### src/rtl/multicycle_control_if.sv
// Control bundle between the multicycle control FSM and the datapath/memory side.
// The master modport is the control unit; the slave modport is the datapath.
interface multicycle_control_if #(
  parameter int unsigned CNT_W = 32
);
  logic [6:0]       opcode;
  logic [2:0]       funct3;
  logic [6:0]       funct7;
  logic             mem_ready;

  logic             pc_write;
  logic             pc_write_cond;
  logic             pc_source;
  logic             i_or_d;
  logic             mem_read;
  logic             mem_write;
  logic             ir_write;
  logic             reg_write;
  logic             mem_to_reg;
  logic             alu_src_a;
  logic [1:0]       alu_src_b;
  logic [1:0]       ALUop;
  logic             halted;
  logic [CNT_W-1:0] instret;
  logic [3:0]       state;

  modport master (
    input  opcode, funct3, funct7, mem_ready,
    output pc_write, pc_write_cond, pc_source, i_or_d, mem_read, mem_write,
           ir_write, reg_write, mem_to_reg, alu_src_a, alu_src_b, ALUop,
           halted, instret, state
  );

  modport slave (
    output opcode, funct3, funct7, mem_ready,
    input  pc_write, pc_write_cond, pc_source, i_or_d, mem_read, mem_write,
           ir_write, reg_write, mem_to_reg, alu_src_a, alu_src_b, ALUop,
           halted, instret, state
  );
endinterface

### src/rtl/multicycle_control.sv
// Main control FSM of the multicycle RISC-V core: sequences fetch/decode/execute/
// memory/writeback, handshakes a variable-latency memory and counts retirements.
module multicycle_control #(
  parameter int unsigned CNT_W = 32
) (
  input logic                  clk,
  input logic                  rst_n,
  multicycle_control_if.master ctrl_if
);

  localparam int unsigned OP_W = 7;
  localparam logic [OP_W-1:0] OP_LOAD   = 7'b0000011;
  localparam logic [OP_W-1:0] OP_STORE  = 7'b0100011;
  localparam logic [OP_W-1:0] OP_RTYPE  = 7'b0110011;
  localparam logic [OP_W-1:0] OP_BRANCH = 7'b1100011;

  typedef enum logic [3:0] {
    S_RESET  = 4'd0,
    S_FETCH  = 4'd1,
    S_DECODE = 4'd2,
    S_MEMADR = 4'd3,
    S_MEMRD  = 4'd4,
    S_MEMWB  = 4'd5,
    S_MEMWR  = 4'd6,
    S_EXEC   = 4'd7,
    S_ALUWB  = 4'd8,
    S_BRANCH = 4'd9,
    S_TRAP   = 4'd10
  } state_e;

  typedef struct packed {
    logic       pc_write_cond;
    logic       pc_source;
    logic       i_or_d;
    logic       mem_read;
    logic       mem_write;
    logic       reg_write;
    logic       mem_to_reg;
    logic       alu_src_a;
    logic [1:0] alu_src_b;
    logic [1:0] alu_op;
    logic       halted;
  } ctrl_t;

  state_e           state_q, state_d;
  ctrl_t            ctrl_q, ctrl_d;
  logic [CNT_W-1:0] instret_q, instret_d;
  logic             rtype_legal;
  logic             retire;

  // Only R-type encodings the ALU control decoder supports may reach EXEC.
  always_comb begin
    rtype_legal = 1'b0;
    case (ctrl_if.funct3)
      3'b000:                 rtype_legal = (ctrl_if.funct7 == 7'b0000000) ||
                                            (ctrl_if.funct7 == 7'b0100000);
      3'b100, 3'b110, 3'b111: rtype_legal = (ctrl_if.funct7 == 7'b0000000);
      default:                rtype_legal = 1'b0;
    endcase
  end

  always_comb begin
    state_d = state_q;
    case (state_q)
      S_RESET:  state_d = S_FETCH;
      S_FETCH:  if (ctrl_if.mem_ready) state_d = S_DECODE;
      S_DECODE: begin
        case (ctrl_if.opcode)
          OP_LOAD, OP_STORE: state_d = S_MEMADR;
          OP_RTYPE:          state_d = rtype_legal ? S_EXEC : S_TRAP;
          OP_BRANCH:         state_d = (ctrl_if.funct3 == 3'b000) ? S_BRANCH : S_TRAP;
          default:           state_d = S_TRAP;
        endcase
      end
      S_MEMADR: state_d = (ctrl_if.opcode == OP_STORE) ? S_MEMWR : S_MEMRD;
      S_MEMRD:  if (ctrl_if.mem_ready) state_d = S_MEMWB;
      S_MEMWB:  state_d = S_FETCH;
      S_MEMWR:  if (ctrl_if.mem_ready) state_d = S_FETCH;
      S_EXEC:   state_d = S_ALUWB;
      S_ALUWB:  state_d = S_FETCH;
      S_BRANCH: state_d = S_FETCH;
      S_TRAP:   state_d = S_TRAP;
      default:  state_d = S_RESET;
    endcase
  end

  // Per-state control word; registered against state_d so it always tracks state_q.
  function automatic ctrl_t decode_ctrl(input state_e s);
    ctrl_t c;
    c = '0;
    case (s)
      S_FETCH: begin
        c.mem_read  = 1'b1;
        c.alu_src_b = 2'b01;
      end
      S_DECODE: c.alu_src_b = 2'b11;
      S_MEMADR: begin
        c.alu_src_a = 1'b1;
        c.alu_src_b = 2'b10;
      end
      S_MEMRD: begin
        c.mem_read = 1'b1;
        c.i_or_d   = 1'b1;
      end
      S_MEMWB: begin
        c.reg_write  = 1'b1;
        c.mem_to_reg = 1'b1;
      end
      S_MEMWR: begin
        c.mem_write = 1'b1;
        c.i_or_d    = 1'b1;
      end
      S_EXEC: begin
        c.alu_src_a = 1'b1;
        c.alu_op    = 2'b10;
      end
      S_ALUWB: c.reg_write = 1'b1;
      S_BRANCH: begin
        c.alu_src_a     = 1'b1;
        c.alu_op        = 2'b01;
        c.pc_write_cond = 1'b1;
        c.pc_source     = 1'b1;
      end
      S_TRAP:  c.halted = 1'b1;
      default: c = '0;
    endcase
    return c;
  endfunction

  always_comb ctrl_d = decode_ctrl(state_d);

  // Last cycle of each retiring instruction; trapped instructions never get here.
  always_comb begin
    retire = 1'b0;
    case (state_q)
      S_MEMWB, S_ALUWB, S_BRANCH: retire = 1'b1;
      S_MEMWR:                    retire = ctrl_if.mem_ready;
      default:                    retire = 1'b0;
    endcase
  end

  always_comb instret_d = retire ? instret_q + CNT_W'(1) : instret_q;

  always_ff @(posedge clk or negedge rst_n) begin
    if (!rst_n) begin
      state_q   <= S_RESET;
      ctrl_q    <= '0;
      instret_q <= '0;
    end else begin
      state_q   <= state_d;
      ctrl_q    <= ctrl_d;
      instret_q <= instret_d;
    end
  end

  // IR and PC load on the very cycle the fetch read completes.
  assign ctrl_if.ir_write      = (state_q == S_FETCH) && ctrl_if.mem_ready;
  assign ctrl_if.pc_write      = (state_q == S_FETCH) && ctrl_if.mem_ready;
  assign ctrl_if.pc_write_cond = ctrl_q.pc_write_cond;
  assign ctrl_if.pc_source     = ctrl_q.pc_source;
  assign ctrl_if.i_or_d        = ctrl_q.i_or_d;
  assign ctrl_if.mem_read      = ctrl_q.mem_read;
  assign ctrl_if.mem_write     = ctrl_q.mem_write;
  assign ctrl_if.reg_write     = ctrl_q.reg_write;
  assign ctrl_if.mem_to_reg    = ctrl_q.mem_to_reg;
  assign ctrl_if.alu_src_a     = ctrl_q.alu_src_a;
  assign ctrl_if.alu_src_b     = ctrl_q.alu_src_b;
  assign ctrl_if.ALUop         = ctrl_q.alu_op;
  assign ctrl_if.halted        = ctrl_q.halted;
  assign ctrl_if.instret       = instret_q;
  assign ctrl_if.state         = state_q;

endmodule

### src/flat_wrapper.sv
// flat-port wrapper written by rule: the top's interface ports become plain ports
module multicycle_control_flat 
#(
  parameter int unsigned CNT_W = 32
)
  (clk, rst_n, ctrl_if_opcode, ctrl_if_funct3, ctrl_if_funct7, ctrl_if_mem_ready, ctrl_if_pc_write, ctrl_if_pc_write_cond, ctrl_if_pc_source, ctrl_if_i_or_d, ctrl_if_mem_read, ctrl_if_mem_write, ctrl_if_ir_write, ctrl_if_reg_write, ctrl_if_mem_to_reg, ctrl_if_alu_src_a, ctrl_if_alu_src_b, ctrl_if_ALUop, ctrl_if_halted, ctrl_if_instret, ctrl_if_state);
  multicycle_control_if #(.CNT_W(CNT_W)) ctrl_if_i ();
  input logic clk;
  input logic rst_n;
  input wire logic [$bits(ctrl_if_i.opcode)-1:0] ctrl_if_opcode;
  input wire logic [$bits(ctrl_if_i.funct3)-1:0] ctrl_if_funct3;
  input wire logic [$bits(ctrl_if_i.funct7)-1:0] ctrl_if_funct7;
  input wire logic [$bits(ctrl_if_i.mem_ready)-1:0] ctrl_if_mem_ready;
  output wire logic [$bits(ctrl_if_i.pc_write)-1:0] ctrl_if_pc_write;
  output wire logic [$bits(ctrl_if_i.pc_write_cond)-1:0] ctrl_if_pc_write_cond;
  output wire logic [$bits(ctrl_if_i.pc_source)-1:0] ctrl_if_pc_source;
  output wire logic [$bits(ctrl_if_i.i_or_d)-1:0] ctrl_if_i_or_d;
  output wire logic [$bits(ctrl_if_i.mem_read)-1:0] ctrl_if_mem_read;
  output wire logic [$bits(ctrl_if_i.mem_write)-1:0] ctrl_if_mem_write;
  output wire logic [$bits(ctrl_if_i.ir_write)-1:0] ctrl_if_ir_write;
  output wire logic [$bits(ctrl_if_i.reg_write)-1:0] ctrl_if_reg_write;
  output wire logic [$bits(ctrl_if_i.mem_to_reg)-1:0] ctrl_if_mem_to_reg;
  output wire logic [$bits(ctrl_if_i.alu_src_a)-1:0] ctrl_if_alu_src_a;
  output wire logic [$bits(ctrl_if_i.alu_src_b)-1:0] ctrl_if_alu_src_b;
  output wire logic [$bits(ctrl_if_i.ALUop)-1:0] ctrl_if_ALUop;
  output wire logic [$bits(ctrl_if_i.halted)-1:0] ctrl_if_halted;
  output wire logic [$bits(ctrl_if_i.instret)-1:0] ctrl_if_instret;
  output wire logic [$bits(ctrl_if_i.state)-1:0] ctrl_if_state;
  assign ctrl_if_i.opcode = ctrl_if_opcode;
  assign ctrl_if_i.funct3 = ctrl_if_funct3;
  assign ctrl_if_i.funct7 = ctrl_if_funct7;
  assign ctrl_if_i.mem_ready = ctrl_if_mem_ready;
  assign ctrl_if_pc_write = ctrl_if_i.pc_write;
  assign ctrl_if_pc_write_cond = ctrl_if_i.pc_write_cond;
  assign ctrl_if_pc_source = ctrl_if_i.pc_source;
  assign ctrl_if_i_or_d = ctrl_if_i.i_or_d;
  assign ctrl_if_mem_read = ctrl_if_i.mem_read;
  assign ctrl_if_mem_write = ctrl_if_i.mem_write;
  assign ctrl_if_ir_write = ctrl_if_i.ir_write;
  assign ctrl_if_reg_write = ctrl_if_i.reg_write;
  assign ctrl_if_mem_to_reg = ctrl_if_i.mem_to_reg;
  assign ctrl_if_alu_src_a = ctrl_if_i.alu_src_a;
  assign ctrl_if_alu_src_b = ctrl_if_i.alu_src_b;
  assign ctrl_if_ALUop = ctrl_if_i.ALUop;
  assign ctrl_if_halted = ctrl_if_i.halted;
  assign ctrl_if_instret = ctrl_if_i.instret;
  assign ctrl_if_state = ctrl_if_i.state;
  multicycle_control #(.CNT_W(CNT_W)) u_core (.clk(clk), .rst_n(rst_n), .ctrl_if(ctrl_if_i));
endmodule
### config.mk
export PLATFORM = sky130hd
export DESIGN_NAME = multicycle_control_flat
export DESIGN_NICKNAME = d
export VERILOG_FILES = /design/src/rtl/multicycle_control_if.sv /design/src/rtl/multicycle_control.sv /design/src/flat_wrapper.sv
export SDC_FILE = /design/constraint.sdc
export NUM_CORES = 1
export LEC_CHECK = 0
export ABC_AREA = 1
export CAP_MARGIN = 20
export CORE_MARGIN = 4
export CORE_UTILIZATION = 49
export CTS_CLUSTER_DIAMETER = 150
export DETAILED_ROUTE_END_ITERATION = 7
export PLACE_DENSITY = 0.8
export SYNTH_ARGS = -nofsm -noshare
export SYNTH_HDL_FRONTEND = slang
export SYNTH_SLANG_ARGS = --single-unit
### constraint.sdc
create_clock -name clk -period 1.9 [get_ports clk]
set_input_delay 0.38 -clock clk [delete_from_list [all_inputs] [get_ports clk]]
set_output_delay 0.38 -clock clk [all_outputs]
set_load 0.1 [all_outputs]
# == Word level (Yosys, flattened, before mapping) ==
# Index checks and enable logic that the tools add are counted.
# op_classes
n_addsub,1
n_mul,0
n_div,0
n_lt_le_gt_ge,0
n_eq_ne,28
shifts,0
muxes,20
n_bitwise,0
n_reduce_logical,13
# op_table
cell,count
"adder 32 x 1 -> 32 bit, second input constant",1
"equality test 4 x 3 -> 1 bit, second input constant",8
one-hot mux 4 bit (8 select lines),1
"equality test 4 bit, second input constant",6
"equality test 7 x 6 -> 1 bit, second input constant",3
"equality test 4 x 2 -> 1 bit, second input constant",4
2-to-1 mux 4 bit,4
one-hot mux 4 bit (3 select lines),1
"equality test 3 bit, second input constant",3
OR reduction 3 bit,3
"equality test 4 x 1 -> 1 bit, second input constant",2
OR reduction 2 bit,4
"equality test 7 x 2 -> 1 bit, second input constant",1
"equality test 7 bit, second input constant",1
logical NOT 7 bit,1
2-to-1 mux 1 bit,7
2-to-1 mux 2 bit,3
one-hot mux 2 bit (3 select lines),1
logical NOT 4 bit,1
one-hot mux 1 bit (2 select lines),2
one-hot mux 2 bit (2 select lines),1
OR reduction 4 bit,1
logical NOT 3 bit,1
logical AND 1 bit,1
logical OR 1 bit,1
# totals
regBits,49
latchBits,0
ramBits,0
rom_bits,0
inputBits,20
out_inout_bits,51
wordCells,75
mem_count,0

# == Longest topological paths before layout ==
# Gate-level depths: netlist of the first run.
# logic_depth
ltp_word,9
mapped_depth,10
ltp_nobuf,10

# == Worst setup path before layout of the first run ==
# No wires, ideal clock.
# synth_timing
path_type,flip-flop to output port
startpoint,"register u_core.state_q[0], in the netlist u_core.ctrl_if.state[0]"
endpoint,output port ctrl_if_pc_write
arrival_ps,3061
required_time_ps,1520
path_slack_ps,-1541
stages_incl_launch_ff,4
n_path_buf,1
path_cell_list,dfrtp_1 > nand2_1 > nor2_1 > buf_4
# synth_via
elab_chain_cells,2
# synth_rtl
item,line,source
start: declaration,multicycle_control.sv:45,"state_e state_q, state_d;"
start signal: assignment,multicycle_control.sv:150,state_q <= state_d;
equality test 4 x 1 -> 1 bit,-,
logical AND 1 bit,-,
end: declaration,flat_wrapper.sv:14,output wire logic [$bits(ctrl_if_i.pc_write)-1:0] ctrl_if_pc_write;
# No other way between the ends.

# == Worst setup path after layout of the first run ==
# layout_timing
startpoint,"register u_core.state_q[2], in the netlist u_core.ctrl_if.state[2]"
endpoint,output port ctrl_if_ir_write
# layout_via
elab_chain_cells,2
# layout_rtl
item,line,source
equality test 4 x 1 -> 1 bit,multicycle_control.sv:157,assign ctrl_if.ir_write = (state_q == S_FETCH) && ctrl_if.mem_ready;
logical AND 1 bit,multicycle_control.sv:157,
end: declaration,flat_wrapper.sv:20,output wire logic [$bits(ctrl_if_i.ir_write)-1:0] ctrl_if_ir_write;
# No other way between the ends.

==> run summary, run 1 <==
outcome = complete, no violations
top_reg_cell synth = dfrtp_1
vias per cell = 5.061
via count = 2566
worst-path cell chain = nor2_4 > nand2_2 > nor2_4 > buf_12
slew of the pin with the lowest slew margin = 0.4766 ns
final worst setup slack = 0.08638 ns
DIE HEIGHT = 82.41 µm
Num CTS Buffers = 5
# DRC = 0
Final min period = 1.814 ns
Critical Path Start Type = flip-flop
final WL = 6.810 mm
max_cap viols = 0
Fin. Hold Viols = 0
post-synth top area cell = dfrtp_1
CTS tree = built
htree depth = 2
Setup CP Type = reg -> out
Layout Nets = 457
Post-CTS Setup Bufs = 0
M2 GR Usage = 37.50%
Worst-path clk slew = 0.09 ns
Hold WC Path Type = in -> async
syn avg cell area = 7.473 µm²
Syn Nets = 384
pre-CTS setup slack = -0.02035 ns
unrepaired setup endpoints after global routing = no
worst vdd ir = 1.498 mV
EDFF count, synth = 0
fin crit share = 95.45%
CP Max Fanout = 4
pins over their slew limit = 0
Avg WL per Cell = 13.43 µm
area share of the largest cell type after synthesis = 43.36%
FP Rows = 26
Slew headroom = 68.23%
antenna violations before repair = 0
hold slack final = 0.01658 ns
chip width = 82.41 µm
met1 usage = 26.98%
synth top area cells = dfrtp_1 (43%), nand2_1 (16%), nor2_1 (6.8%)
Worst path max stage delay = 0.53 ns
number of flip-flops in the largest register = 32
Cells after Synth = 363
initial core utilization = 51.79%
vias in the first global route = 2487
met3 usage = 4.772%
Root Driver = clkbuf_8
CTS Sinks = 47
GRT busiest layer = met2
Iteration-0 DRC Markers = 144
Fmax achieved = 551.4 MHz
IO Port Bufs = 70
dpl hpwl = 5.557 mm
Netlist cell types = 28
gr ovfl total = 0
antenna viol nets, final = 0
Core ar. = 5238 µm²
Clock Skew = 0.007710 ns
register area share after synthesis = 43.36%
WP data required = 1.52 ns
largest net degree at the start of global routing = 28
clk_lat worst skew = 0.31 ns
Cell Area, Synth = 2713 µm²
CTS resizes = 0
asr flop ratio synth = 100.0%
worst path buffer plus inverter count = 1
GR Util All Layers = 21.82%
leakage = 0.001830 µW
clk buf depth = 2
cell area power density = 1325 nW/µm²
first-pass GRT wire length = 11.27 mm
Final setup viols = 0
register bit count reported by yosys = 47
CP top delay family = flip-flops
drt pass-1 iters = 4
CP max stage cell = dfrtp_4
synth-to-layout area growth = 48.25%
RePlAce Congestion = 0.9386
arrival time worst endpoint = 1.43 ns
Worst setup EP type = output port
I/O pins = 71
n_diodes = 0
Syn. warnings = 0
most used cell along the critical path = nor2_4
layout cell share with drive strength beyond 1 = 25.40%
die footprint = 6791 µm²
[cell families (layout without fill, tap and decap cells)]
logic type	count (synthesis)	after routing	synth area share [%]
adder cells (fa/ha/maj)	1	1	0.4612
AO/OA/AOI/OAI	13	13	2.537
XOR/XNOR	26	26	8.395
AND/OR/NAND/NOR	229	229	37.50
buffers and inverters	47	121	7.749
flip-flops	47	47	43.36
[routing by layer]
layer / wire, µm / part of all wire (%)
met2: 3384 / 50
met4: 141 / 2.1
met5: 0 / 0
met3: 392 / 5.8
met1: 2891 / 42
[power by group]
group | internal [µW] | total [µW] | switching (µW)
Clock | 264 | 611 | 347
Sequential | 1210 | 1490 | 272
Combinational | 961 | 3230 | 2270
[placed cells by master, fill, tap and decap left out, types with 4 or more instances in the layout]
master           count
o21ai_0              6
nor3_1              17
buf_4               11
inv_1               37
dfrtp_4              4
nand3_1             19
o21ai_1              4
nor2_1              47
clkdlybuf4s50_1     18
clkbuf_8             5
xnor2_1              8
buf_12              43
nand2_1            118
dfrtp_2             23
dfrtp_1             20
nand4_1              5
xor2_1              18
[worst paths after layout]
kind / startpoint / endpoint / slack (ns) / cells past startpoint
max: u_core.ctrl_if.state[2]$_DFF_PN0_ / ctrl_if_ir_write / 0.09 / 4
min: rst_n / u_core.ctrl_if.instret[5]$_DFFE_PN0P_ / 0.02 / 1
max reg2reg: u_core.ctrl_if.instret[0]$_DFFE_PN0P_ / u_core.ctrl_if.instret[30]$_DFFE_PN0P_ / 0.20 / 6
min reg2reg: u_core.ctrl_if.instret[10]$_DFFE_PN0P_ / u_core.ctrl_if.instret[10]$_DFFE_PN0P_ / 0.55 / 1
max in group asynchronous: rst_n / u_core.ctrl_if.state[1]$_DFF_PN0_ / 1.36 / 2
min in group clk: u_core.ctrl_if.instret[10]$_DFFE_PN0P_ / u_core.ctrl_if.instret[10]$_DFFE_PN0P_ / 0.55 / 1
[final cells by class]
class,count,area [µm²]
clock buffers,5,68.82
fillers,351,1216
flip-flops and latches,47,1220
well taps,70,87.58
multi-input cells,269,1344
inverters,40,150.1
repair buffers,73,1129
clock inverters,3,22.52
[per-stage QoR]
step / cell area [µm²] / util (%) / cells / setup TNS, ns / power (µW)
floorplan: 2786 / - / 363 / -0.2910 / 3705
detailed placement: 3930 / 75.04 / 499 / -0.03496 / 4735
global placement: 3930 / 75.04 / 499 / 0 / 4679
finish: 4021 / 76.78 / 507 / 0 / 5327
global route: 4021 / 76.78 / 507 / 0 / 5591
CTS: 4021 / 76.78 / 507 / 0 / 5352
[synthesized netlist by cell type (all sizes together), types with 3 or more instances]
master / instances
o21ai: 10
dfrtp: 47
inv: 40
nor3: 20
nand3b: 3
nand2: 121
nand4: 5
xnor2: 8
xor2: 18
buf: 7
nand3: 22
nor2: 53
[what timing repair did]
item,4_1_cts,5_1_grt
endpoints found under the hold margin,0,0
hold buffers,0,0
setup endpoints to repair,0,2
No activity file was read; power rests on OpenSTA's default activity.
==> run 2, diff against run 1 <==
- CORE_ASPECT_RATIO: default -> 1.75
- CORE_UTILIZATION: 49 -> 44
- PLACE_DENSITY: 0.8 -> 0.76
- clock period: 1.9 -> 1.6 ns (I/O delays scaled with it)
==> run 2 against run 1 <==
The run now ends with setup timing left. Non-clock buffer count up 36. Clock power rose by 75%. Sequential power up 28%. Cell area increased by 26%. Via count up 17%. Combinational power increased by 72%. Routed wire length up 49%. Power rose by 60%. Critical endpoint unchanged. Largest power group unchanged.
==> run summary, run 2 (synthesis results as in run 1) <==
outcome = finished with violations
failing checks = setup timing
htree depth = 2 (unchanged)
area of the multi-input gates = 1753 µm² (+30%)
clock group share of total power = 12.6% (+1.1 points)
unrepaired setup endpoints after global routing = yes
I/O pins = 71 (unchanged)
n_diodes = 0 (unchanged)
via count = 3010 (+17%)
number of flip-flops in the largest register = 32 (unchanged)
# DRC = 0 (unchanged)
Comb pwr share = 65.1% (+4.5 points)
GR Util All Layers = 23.91% (+2.1 points)
register area = 1284 µm² (+5.2%)
final WL = 10.13 mm (+49%)
worst path buffer plus inverter count = 2 (+1)
clk buf depth = 2 (unchanged)
Core ar. = 5926 µm² (+13%)
Post-DP Area = 4302 µm² (+9.5%)
worst vdd ir = 1.318 mV (-12%)
most frequent cells in the layout = nand2_1 (90), buf_12 (56), nor2_1 (33), inv_1 (27), dfrtp_4 (26)
Worst-path clk slew = 0.10 ns (about the same)
worst-path cell chain = clkdlybuf4s50_1 > nand2_2 > nor2_4 > buf_12
FP Rows = 37 (+42%)
Worst path max stage delay = 0.56 ns (+0.03 ns)
Avg WL per Cell = 18.38 µm (+37%)
Fmax achieved = 557.1 MHz
fin crit share = 112.2%
CP top delay family = buffers and inverters
Int Power = 4211 µW (+73%)
leakage = 0.002235 µW (+22%)
gr ovfl total = 0 (unchanged)
most common cell after layout, fill and taps aside = nand2_1
Critical Path Start Type = input pin
vias in the first global route = 2959 (+19%)
Fillers = 289 (-18%)
post-route insts no fill = 551 (+8.7%)
clk_lat worst skew = 0.30 ns (about the same)
layout cell share with drive strength beyond 1 = 48.84% (+23 points)
max_cap viols = 0 (unchanged)
Worst setup EP type = output port
Final min period = 1.795 ns
drt pass-1 iters = 6 (+2)
Final setup viols = 36 (+36)
IO Port Bufs = 70 (unchanged)
synth-to-layout area growth = 86.58%
chip width = 67.36 µm (-18%)
CP max stage cell = clkdlybuf4s50_1
die footprint = 7535 µm² (+11%)
NetSw = 4321 µW (+50%)
largest net degree at the start of global routing = 48 (+71%)
Clock Skew = 0.005706 ns (-0.002004 ns)
Cells after DPL = 524 (+5.0%)
cell area power density = 1686 nW/µm² (+27%)
Setup CP Type = in -> out
Iteration-0 DRC Markers = 232 (+61%)
first-pass GRT wire length = 13.66 mm (+21%)
Num CTS Buffers = 5 (unchanged)
Hold WC Path Type = in -> async
Root Driver = clkbuf_8
WP data required = 1.28 ns (-0.24 ns)
RePlAce Congestion = 0.9537 (+1.6%)
part of the power in registers = 22.3% (-5.6 points)
CTS tree = built
antenna violations before repair = 0 (unchanged)
dpl hpwl = 6.555 mm (+18%)
arrival time worst endpoint = 1.47 ns (+0.04 ns)
slew of the pin with the lowest slew margin = 0.4096 ns (-0.06698 ns)
Slew headroom = 72.49% (+4.3 points)
DIE HEIGHT = 111.9 µm (+36%)
CTS Sinks = 47 (unchanged)
antenna viol nets, final = 0 (unchanged)
final worst setup slack = -0.1949 ns (-0.2813 ns)
pins over their slew limit = 0 (unchanged)
flop-to-flop setup slack = -0.17 ns (-0.37 ns)
vias per cell = 5.463 (+7.9%)
Switching Fraction = 50.64% (-3.6 points)
CP Max Fanout = 4 (unchanged)
design area = 5061 µm² (+26%)
initial core utilization = 45.78% (-6.0 points)
Fin. Hold Viols = 0 (unchanged)
Layout Nets = 493 (+7.9%)
run 2: cell count changes in the layout (fill, tap and decap cells not counted), sizes merged:
cell / before / now
inv: 41 / 40
clkbuf: 5 / 6
clkinvlp: 0 / 1
clkinv: 2 / 0
dlygate4sd3: 0 / 1
bufinv: 0 / 2
buf: 55 / 89
run 2: path summary, 6_finish.rpt:
path | from | depth (start not counted) | end
max | ctrl_if_mem_ready | 4 | ctrl_if_ir_write
min | rst_n | 3 | u_core.ctrl_if.instret[11]$_DFFE_PN0P_
max reg2reg | u_core.ctrl_if.state[3]$_DFF_PN0_ | 12 | u_core.ctrl_if.instret[12]$_DFFE_PN0P_
min reg2reg | u_core.ctrl_if.instret[15]$_DFFE_PN0P_ | 1 | u_core.ctrl_if.instret[15]$_DFFE_PN0P_
max in group asynchronous | rst_n | 3 | u_core.ctrl_if.instret[24]$_DFFE_PN0P_
min in group clk | u_core.ctrl_if.instret[15]$_DFFE_PN0P_ | 1 | u_core.ctrl_if.instret[15]$_DFFE_PN0P_
run 2: layer usage:
metal	vias to the layer above	track usage (%)	routed length [µm]
li1	1354	-	-
met1	1432	21.43	3089
met2	167	45.07	5754
met3	57	3.431	486
met4	0	17.34	797
met5	-	0	0
run 2: what timing repair did:
action	in CTS	in global routing
endpoints found under the hold margin	23	0
gates cloned	0	1
setup buffers	5	14
pin swaps	5	30
resized for setup	12	109
endpoints found under the setup margin	8	42
hold buffers	1	0
run 2: power by group through the flow:
stage          clock network, µW  registers [µW]  logic (µW)
2_1_floorplan                  0            3210        1330
3_3_place_gp                   0            1900        4130
3_5_place_dp                   0            1900        4220
4_1_cts                     1060            1850        4420
5_1_grt                     1110            1930        5750
6_report                    1070            1900        5560
run 2: final cells by class:
| type | instances | area share [%] |
|---|---|---|
| Sequential cell | 47 | 25.36 |
| Timing Repair Buffer | 109 | 31.92 |
| Clock buffer | 5 | 1.360 |
| Inverter | 40 | 3.461 |
| Tap cell | 78 | 1.928 |
| Clock inverter | 3 | 1.335 |
| Multi-Input combinational cell | 269 | 34.64 |
run 2: worst min-delay path: stages:
cell and delay, ns:
dlygate4sd3_1 0.52, buf_2 0.12, buf_12 0.25
run 2: metrics by stage:
stage | power [µW] | hold slack [ns] | util [%] | setup TNS [ns] | worst slack (ns)
6_report | 8532 | 0.5151 | 85.41 | -3.571 | -0.1949
5_1_grt | 8788 | 0.5526 | 85.41 | -5.871 | -0.2387
4_1_cts | 7332 | 0.5241 | 76.41 | -2.350 | -0.1539
3_5_place_dp | 6124 | 0.3193 | 72.59 | -3.170 | -0.3059
3_3_place_gp | 6035 | 0.3186 | 72.59 | -1.791 | -0.2329
2_1_floorplan | 4539 | 0.02441 | - | -2.882 | -0.3988
==> run 3, diff against run 2 <==
- ABC_AREA: 1 -> default
- CORE_UTILIZATION: 44 -> 42
- SETUP_SLACK_MARGIN: default -> 0.2
==> run 3 against run 2 <==
The run still ends with setup timing left. Highest routed layer unchanged. Final cell count decreased by 23%. Critical endpoint is now u_core.ctrl_if.mem_read$_DFF_PN0_. Register-to-register slack worse by 0.15 ns. Via count down 20%.
==> run summary, run 3 <==
CTS Sinks = 47 (unchanged)
Hold WC Path Type = in -> async
Final setup viols = 41 (+14%)
initial core utilization = 44.09% (-1.7 points)
worst-path cell chain = buf_6 > buf_6 > o211ai_1 > a211o_4 > inv_4 > or2_4 > mux2_4 > nor2_4
gr ovfl total = 0 (unchanged)
post-synth top area cell = dfrtp_1
syn avg cell area = 10.24 µm² (+37%)
Worst setup EP type = flip-flop
outcome = finished with violations
CP Max Fanout = 5 (+1)
top_reg_cell synth = dfrtp_1
RR Startpoint = u_core.ctrl_if.state[2]$_DFF_PN0_
CP max stage cell = dfrtp_4
part of the power in registers = 21.0% (-1.3 points)
Post-Synth Simple-Gate Area = 25.06% (-12 points)
unrepaired setup endpoints after global routing = yes
I/O pins = 71 (unchanged)
IO Port Bufs = 70 (unchanged)
antenna viol nets, final = 0 (unchanged)
dpl hpwl = 4.865 mm (-26%)
RePlAce Congestion = 0.8354 (-12%)
die footprint = 6591 µm² (-13%)
design area = 4761 µm² (-5.9%)
htree depth = 2 (unchanged)
Root Driver = clkbuf_8
via count = 2395 (-20%)
Compound-Gate Fraction of Synth Area = 4.765% (+2.2 points)
Int Power = 4016 µW (-4.6%)
met3 routed WL = 428 µm (-12%)
Fmax achieved = 519.7 MHz (-6.7%)
failing checks = setup timing
n_diodes = 0 (unchanged)
final worst setup slack = -0.3242 ns (-0.1293 ns)
clk buf depth = 2 (unchanged)
antenna violations before repair = 0 (unchanged)
FP Rows = 34 (-8.1%)
met2 wire len = 5.609 mm (-2.5%)
register bit count reported by yosys = 47 (unchanged)
Max Used Layer = met4
NetSw = 3525 µW (-18%)
Num CTS Buffers = 5 (unchanged)
EDFF count, synth = 0 (unchanged)
WP data required = 1.84 ns (+0.56 ns)
layout cell share with drive strength beyond 1 = 68.63% (+20 points)
synth top area cells = dfrtp_1 (53%), xnor2_1 (8.2%), nand2_1 (4.4%)
CTS tree = built
setup TNS = -7.450 ns (-3.878 ns)
post-route insts no fill = 427 (-23%)
DIE HEIGHT = 104.4 µm (-6.6%)
Critical Path Start Type = flip-flop
Syn Nets = 239 (-38%)
drt pass-1 iters = 4 (-2)
Core ar. = 5062 µm² (-15%)
Clock Skew = 0.009914 ns (+0.004208 ns)
XOR/XNOR Fraction of Synth Area = 12.16% (+3.8 points)
vias in the first global route = 2579 (-13%)
asr flop ratio synth = 100.0% (unchanged)
fin crit share = 120.3% (+8.1 points)
Netlist cell types = 46 (+64%)
GR Util All Layers = 23.87% (-0.041 points)
Worst setup startpoint = u_core.ctrl_if.state[2]$_DFF_PN0_
Final min period = 1.924 ns (+0.1293 ns)
M1 wire length = 3.065 mm (-0.78%)
vias per cell = 5.609 (+2.7%)
Post-DP Area = 4023 µm² (-6.5%)
list of most frequent post-synthesis cells = dfrtp_1 (47), nand2_1 (26), nor2_1 (23)
arrival time worst endpoint = 2.16 ns (+0.69 ns)
worst path buffer plus inverter count = 3 (+1)
register area share after synthesis = 52.69% (+9.3 points)
clk_lat worst skew = 0.30 ns (about the same)
max_cap viols = 0 (unchanged)
final WL = 9.585 mm (-5.4%)
chip width = 63.11 µm (-6.3%)
Switching Fraction = 46.75% (-3.9 points)
most frequent cells in the layout = buf_12 (52), buf_4 (48), buf_6 (38), dfrtp_1 (24), dfrtp_2 (19)
cell area power density = 1584 nW/µm² (-6.0%)
worst vdd ir = 1.749 mV (+33%)
Slew headroom = 81.98% (+9.5 points)
Fin. Hold Viols = 0 (unchanged)
most common cell after layout, fill and taps aside = buf_12
Setup CP Type = reg -> reg
# DRC = 0 (unchanged)
leakage = 0.002183 µW (-2.3%)
Cells after DPL = 389 (-26%)
number of flip-flops in the largest register = 32 (unchanged)
Syn. warnings = 0 (unchanged)
most used cell along the critical path = buf_6
Worst-path clk slew = 0.09 ns (about the same)
Avg WL per Cell = 22.45 µm (+22%)
synth-to-layout area growth = 113.3%
Cells after Synth = 218 (-40%)
largest family of logic cells by synthesized area = simple AND/OR/NAND/NOR gates
slew of the pin with the lowest slew margin = 0.2703 ns (-0.1393 ns)
Layout Nets = 393 (-20%)
pins over their slew limit = 0 (unchanged)
Worst path max stage delay = 0.52 ns (-0.04 ns)
first-pass GRT wire length = 12.30 mm (-10%)
clock group share of total power = 10.7% (-1.9 points)
Cell Area, Synth = 2232 µm² (-18%)
CP top delay family = flip-flops
Iteration-0 DRC Markers = 129 (-44%)
Synth Area in Adders = 0.5605% (+0.099 points)
largest net degree at the start of global routing = 39 (-19%)
area share of the largest cell type after synthesis = 52.69% (+9.3 points)
post-synthesis mux area share = 1.177% (+1.2 points)
count leader, synth = dfrtp_1
Comb pwr share = 68.3% (+3.2 points)
run 3: changes by cell type in the layout (fill, tap and decap cells not counted), sizes merged, moves of 6 or more:
| cell | change |
|---|---|
| xor2 | -8 |
| xnor2 | +13 |
| nand2 | -94 |
| nand3 | -6 |
| buf | +60 |
| nor2 | -29 |
| nor3 | -15 |
| o21ai | -6 |
| clkdlybuf4s50 | -17 |
| inv | -32 |
run 3: final timing paths:
kind                                                          endpoint  depth (start not counted)  slack (ns)
min in group clk                u_core.ctrl_if.instret[27]$_DFFE_PN0P_                          1        0.57
worst max-delay path                 u_core.ctrl_if.mem_read$_DFF_PN0_                          8       -0.32
max in group asynchronous            u_core.ctrl_if.state[0]$_DFF_PN0_                          3        0.66
worst min-delay path            u_core.ctrl_if.instret[20]$_DFFE_PN0P_                          2        0.43
worst min register to register  u_core.ctrl_if.instret[27]$_DFFE_PN0P_                          1        0.57
worst max register to register       u_core.ctrl_if.mem_read$_DFF_PN0_                          8       -0.32
run 3: through the flow:
step / power (µW) / hold WS, ns / util [%] / worst slack [ns]
after CTS: 6691 / 0.4257 / 88.09 / -0.2231
after floorplan: 3884 / 0.02441 / - / -0.5389
after global routing: 7762 / 0.4470 / 94.04 / -0.3591
after global placement: 5275 / 0.1965 / 79.46 / -0.7333
after detailed placement: 5336 / 0.2037 / 79.46 / -0.7974
final: 7541 / 0.4270 / 94.04 / -0.3242
run 3: kinds of logic (layout without fill, tap and decap cells):
kind of cell / after synthesis / after routing
flops: 47 / 47
mux: 2 / 2
compound gates: 16 / 16
buf+inv: 17 / 172
fa+ha+maj: 1 / 1
xor+xnor: 31 / 31
simple gates: 104 / 104
run 3: timing repair:
action | 4_1_cts | 5_1_grt
resized for setup | 107 | 60
setup buffers | 22 | 7
hold endpoints to repair | 9 | 0
endpoints found under the setup margin | 50 | 51
pin swaps | 32 | 25
hold buffers | 1 | 0
run 3: layout make-up:
cell class                 count  area, µm²
clock buffer                   7      96.34
fill                         141      301.5
tap                           54      67.56
multi-input combinational    154       1355
inverter                       8      37.54
sequential                    47       1215
clock inverter                 1      7.507
timing repair buffer         156       1982
run 3: worst reg2reg max path, cell delays in order, from the launching register on:
cell      delay (ns)
dfrtp_4         0.52
buf_6           0.15
buf_6           0.13
o211ai_1        0.24
a211o_4         0.17
inv_4           0.04
or2_4           0.23
mux2_4          0.28
nor2_4          0.10
run 3: power by group through the flow:
stage / clock network [µW] / registers, µW / logic, µW
floorplan: 0 / 2800 / 1090
global placement: 0 / 1550 / 3720
detailed placement: 0 / 1560 / 3770
CTS: 798 / 1540 / 4350
global route: 874 / 1590 / 5290
finish: 807 / 1580 / 5150
run 3: per-layer routing:
| layer | vias up | global-route usage, % |
|---|---|---|
| met4 | 0 | 13.43 |
| met2 | 131 | 47.09 |
| met1 | 1185 | 22.41 |
| li1 | 1034 | - |
| met5 | - | 0 |
| met3 | 45 | 3.135 |
